**config.mk**
```make
export PLATFORM = sky130hd
export DESIGN_NAME = branch_predict_unit
export DESIGN_NICKNAME = d
export VERILOG_FILES = /design/src/rtl/branch_predict_unit.sv
export SDC_FILE = /design/constraint.sdc
export NUM_CORES = 1
export LEC_CHECK = 0
export CORE_UTILIZATION = 61
export CTS_CLUSTER_DIAMETER = 100
export DETAILED_ROUTE_END_ITERATION = 16
export GPL_TIMING_DRIVEN = 0
export PLACE_DENSITY = 0.88
export SKIP_CTS_REPAIR_TIMING = 1
export SYNTH_ARGS = -nofsm -noshare
export SYNTH_HDL_FRONTEND = slang
export SYNTH_SLANG_ARGS = --single-unit
```
**constraint.sdc**
```tcl
create_clock -name clk -period 5.66 [get_ports clk]
set_clock_uncertainty 0.1 [all_clocks]
set_input_delay 1.132 -clock clk [delete_from_list [all_inputs] [get_ports clk]]
set_output_delay 1.132 -clock clk [all_outputs]
set_load 0.01 [all_outputs]
```
**src/rtl/branch_predict_unit.sv**
```systemverilog
// Direct-mapped branch target buffer with 2-bit counters and F->D->E prediction pipeline.
// Latency: combinational lookup, one-cycle table update; optional stats counters under BP_STATS_EN.
// Backpressure: stall_d holds the F->D prediction bit; flush_d/flush_e clear; table updates never stall.
module branch_predict_unit #(
    parameter int IDX_W = 4
) (
    input  logic        clk,
    input  logic        reset,
    input  logic [31:0] pc_f,
    input  logic        stall_d,
    input  logic        flush_d,
    input  logic        flush_e,
    input  logic        update_e,
    input  logic [31:0] pc_e,
    input  logic        taken_e,
    input  logic [31:0] target_e,
    output logic        predict_taken_f,
    output logic [31:0] next_pc_f,
    output logic        branchfound_d,
    output logic        branchfound_e,
    output logic [15:0] resolved_cnt,
    output logic [15:0] mispredict_cnt
);

    localparam int N     = 1 << IDX_W;
    localparam int TAG_W = 30 - IDX_W;

    logic             r_valid  [N];
    logic [TAG_W-1:0] r_tag    [N];
    logic [31:0]      r_target [N];
    logic [1:0]       r_ctr    [N];
    logic             r_bf_d;
    logic             r_bf_e;

    logic [IDX_W-1:0] w_idx_f;
    logic [IDX_W-1:0] w_idx_e;
    logic [TAG_W-1:0] w_tag_f;
    logic [TAG_W-1:0] w_tag_e;
    logic             w_hit_f;
    logic             w_hit_e;
    logic             w_unused_bits;

    assign w_idx_f = pc_f[IDX_W+1:2];
    assign w_tag_f = pc_f[31:IDX_W+2];
    assign w_idx_e = pc_e[IDX_W+1:2];
    assign w_tag_e = pc_e[31:IDX_W+2];
    assign w_unused_bits = ^{pc_f[1:0], pc_e[1:0]};

    // Lookup reads the registered table, so a same-cycle update is not visible here.
    assign w_hit_f         = r_valid[w_idx_f] && (r_tag[w_idx_f] == w_tag_f);
    assign w_hit_e         = r_valid[w_idx_e] && (r_tag[w_idx_e] == w_tag_e);
    assign predict_taken_f = w_hit_f && r_ctr[w_idx_f][1];
    assign next_pc_f       = predict_taken_f ? r_target[w_idx_f] : pc_f + 32'd4;

    always_ff @(posedge clk) begin
        if (reset) begin
            for (int i = 0; i < N; i++) begin
                r_valid[i] <= 1'b0;
                r_ctr[i]   <= 2'd1;
            end
        end else if (update_e) begin
            if (w_hit_e) begin
                if (taken_e && r_ctr[w_idx_e] != 2'd3)
                    r_ctr[w_idx_e] <= r_ctr[w_idx_e] + 2'd1;
                else if (!taken_e && r_ctr[w_idx_e] != 2'd0)
                    r_ctr[w_idx_e] <= r_ctr[w_idx_e] - 2'd1;
            end else if (taken_e) begin
                r_valid[w_idx_e] <= 1'b1;
                r_ctr[w_idx_e]   <= 2'd2;
            end
        end
    end

    // Tag and target need no reset; a taken update either rewrites the same tag or allocates.
    always_ff @(posedge clk) begin
        if (!reset && update_e && taken_e) begin
            r_tag[w_idx_e]    <= w_tag_e;
            r_target[w_idx_e] <= target_e;
        end
    end

    always_ff @(posedge clk) begin
        if (reset) begin
            r_bf_d <= 1'b0;
            r_bf_e <= 1'b0;
        end else begin
            if (flush_d)
                r_bf_d <= 1'b0;
            else if (!stall_d)
                r_bf_d <= predict_taken_f;
            r_bf_e <= flush_e ? 1'b0 : r_bf_d;
        end
    end

    assign branchfound_d = r_bf_d;
    assign branchfound_e = r_bf_e;

`ifdef BP_STATS_EN
    logic [15:0] r_resolved_cnt;
    logic [15:0] r_mispredict_cnt;
    logic        w_mispredict;

    assign w_mispredict = update_e && (taken_e ^ r_bf_e);

    always_ff @(posedge clk) begin
        if (reset) begin
            r_resolved_cnt   <= 16'd0;
            r_mispredict_cnt <= 16'd0;
        end else begin
            if (update_e && r_resolved_cnt != 16'hFFFF)
                r_resolved_cnt <= r_resolved_cnt + 16'd1;
            if (w_mispredict && r_mispredict_cnt != 16'hFFFF)
                r_mispredict_cnt <= r_mispredict_cnt + 16'd1;
        end
    end

    assign resolved_cnt   = r_resolved_cnt;
    assign mispredict_cnt = r_mispredict_cnt;
`else
    assign resolved_cnt   = 16'd0;
    assign mispredict_cnt = 16'd0;
`endif

endmodule

```
==> metrics.yaml <==
tightest_slew_ps: 1390
yosysUniqueCellTypes: 76
p_sw_uw: 3790
coreArea_mm2: 0.0700
antenna_left: 0
finalCriticalPeriod_ps: 6230
hp-start: "r_valid[3]"
finalSetupViolCount: 83
grt_max_degree: 25
clk_latency_ps: 700
core.rowCount: 97
synth-seq-cells: 978
netSwitchingFraction_pct: 23.9
drive_above_1_share_pct: 34.4
grt_setup_unrepaired: "true"
combPwrFrac_pct: 9.1
ys_dominant_reg_cell: "edfxtp_1"
grt-ovfl-total: 0
clkPwrFrac_pct: 40.3
cts_root_buf: "clkbuf_16"
vias_per_cell: 7.49
max_freq_mhz: 161
cp-startpoint: "pc_f[3]"
area_growth_pct: 19.1
cp-end-kind: "output pin"
final_cell_area_mm2: 0.0515
syn_inst: 2178
port_buffers: 130
start_util_pct: 61.7
p_leak_uw: 0.0167
drt_wl_total_um: 140000
hp-class: "flop to flop"
place_hpwl_um: 88900
final_nets: 2624
seqPwrFrac_pct: 50.6
clkTransAtPathRegs_ps: 60
numCtsBuffers: 97
fp.dieW_um: 268
antenna_found_initial: 13
arrival_ps: 4990
grt_pass1_vias: 26200
critPathMaxFanout: 10
ys_seq_area_share_pct: 67.6
ff_latch_area_mm2: 0.0292
wl_per_cell_um: 39.4
synth_edf_count: 960
numClockSinks: 978
die_height_um: 268
fin_ws_ps: -567
htreeDepth: 3
dieArea_mm2: 0.0719
syn_area_per_cell_um2: 19.8
dr_total_vias: 26600
slew_headroom_pct: 7.04
drv_cap: 0
utilization_pct: 73.5
hold_viol: 0
async_reset_ff_share_pct: 0
cts_buffer_depth: 3
routabilityCongestion: 1.02
drtIter0Drc: 4519
route.detailed.drc: 0
syn_area_mm2: 0.0432
status: "finished with violations"
p_per_area_mw_per_mm2: 308
yosysWarnings: 0
slew_violations: 0
power.internal_uw: 12100
grt_pass1_wl_um: 190000
drtPass1Iterations: 6
r2r_start: "r_tag[7][1]"
grt_usage_pct: 38.7
worstPathRequired_ps: 4430
violations: "setup timing"
multiInputGateArea_mm2: 0.0137
ioPinCount: 170
placed_area_mm2: 0.0469
cp-start-kind: "input port"
finalCritPeriodShare_pct: 110
fillerInstances: 3809
hold_slack_ps: 388
cts_tree: "built"
critical_path_class: "input port to output pin"
vdd_ir_drop_max_mv: 0.318
final cells by class:
type	count	share of cell area, %
repair buffers	212	5.28
inverters	34	0.248
clock inverters	70	1.23
clock buffers	112	4.90
plain buffers	171	2.61
flip-flops and latches	978	56.7
well taps	940	2.28
diodes	9	0.0438
multi-input cells	1026	26.7
metal layers:
layer  vias up  part of all wire (%)  global-route usage, %
li1       9833                     -                      -
met1     13500                    31                   47.7
met2      2655                    48                   62.0
met3       595                    14                   11.7
met4        10                   6.1                   21.4
met5         -                  0.10                      0
cells in the mapped netlist (6+ instances only):
cell type / instances / area [um^2]
edfxtp_1: 960 / 28800
mux4_2: 376 / 8470
mux2i_1: 89 / 891
nand2_1: 61 / 229
nor2_1: 60 / 225
clkbuf_1: 57 / 214
a21oi_1: 53 / 265
xnor2_1: 53 / 464
buf_4: 45 / 338
buf_2: 37 / 185
inv_1: 34 / 128
nand4_1: 33 / 206
nand3_1: 29 / 145
xor2_1: 27 / 236
buf_1: 23 / 86.3
o22ai_1: 21 / 131
dfxtp_1: 18 / 360
a22oi_1: 14 / 105
o21ai_0: 14 / 70.1
a22o_1: 11 / 96.3
mux2_2: 11 / 124
nor2b_1: 11 / 68.8
o21bai_2: 10 / 113
buf_6: 8 / 90.1
nor3_1: 8 / 40.0
mux4_1: 7 / 184
o21bai_1: 6 / 45.0
state kept, by name, indices dropped and copies added, names as in the netlist:
name / cells
r_valid: 16
r_tag: 416
branchfound_e: 1
branchfound_d: 1
r_ctr: 32
r_target: 512
kinds of logic (layout without fill, tap and decap cells):
family	count (synthesis)	count (layout)	share of synthesized area [%]
muxes	484	484	22.4
buffers and inverters	205	599	2.44
other	1	41	0.00868
and+or+nand+nor	244	244	2.84
xor gates and xnor gates	80	80	1.62
AOI/OAI and AO/OA	185	185	3.10
adders and majority gates	1	1	0.0290
DFF	978	978	67.6
per-stage QoR:
stage | setup WS (ps) | TNS (ps) | instances | total power (uW)
5_1_grt | -568 | -14380 | 3545 | 16100
2_1_floorplan | 122 | 0 | 2209 | 8900
6_report | -567 | -16100 | 3552 | 15900
4_1_cts | -3470 | -124090 | 3506 | 15700
3_3_place_gp | -4700 | -4176280 | 3279 | 9410
3_5_place_dp | -3390 | -174100 | 3324 | 9460
worst max-delay path: stages:
cell	delay, ps
clkbuf_4	170
buf_8	160
clkbuf_4	280
buf_4	310
mux4_2	380
mux4_2	580
xnor2_2	230
nand4_1	200
nor3_4	260
nand3_4	270
buf_12	240
buf_8	150
buf_8	180
a21oi_4	250
buf_6	140
final timing paths:
path	slack (ps)	endpoint	cells after the start
worst max-delay path	-570	next_pc_f[28]	15
worst min-delay path	390	r_valid[3]	2
worst max register to register	1360	r_ctr[5][1]	10
worst min register to register	390	r_valid[3]	2
placed cells by master, fill, tap and decap left out, types with 27 or more instances in the layout:
cell type	Yosys	final
clkdlybuf4s50_1	0	95
clkbuf_1	57	37
xor2_1	27	27
nand4_1	33	33
buf_4	45	75
xnor2_1	53	38
mux4_2	376	376
mux2i_1	89	89
inv_1	34	34
edfxtp_1	960	960
clkbuf_16	0	102
nand3_1	29	28
clkbuf_2	0	35
nor2_1	60	34
buf_6	8	35
conb_1	1	32
buf_12	0	45
nand2_1	61	61
power groups by stage:
stage / clock (uW) / combinational, uW / sequential, uW
4_1_cts: 6360 / 1290 / 8030
3_5_place_dp: 0 / 1270 / 8190
6_report: 6400 / 1440 / 8040
3_3_place_gp: 0 / 1220 / 8190
2_1_floorplan: 0 / 726 / 8180
5_1_grt: 6640 / 1470 / 8040
No activity file was read; power rests on OpenSTA's default activity.
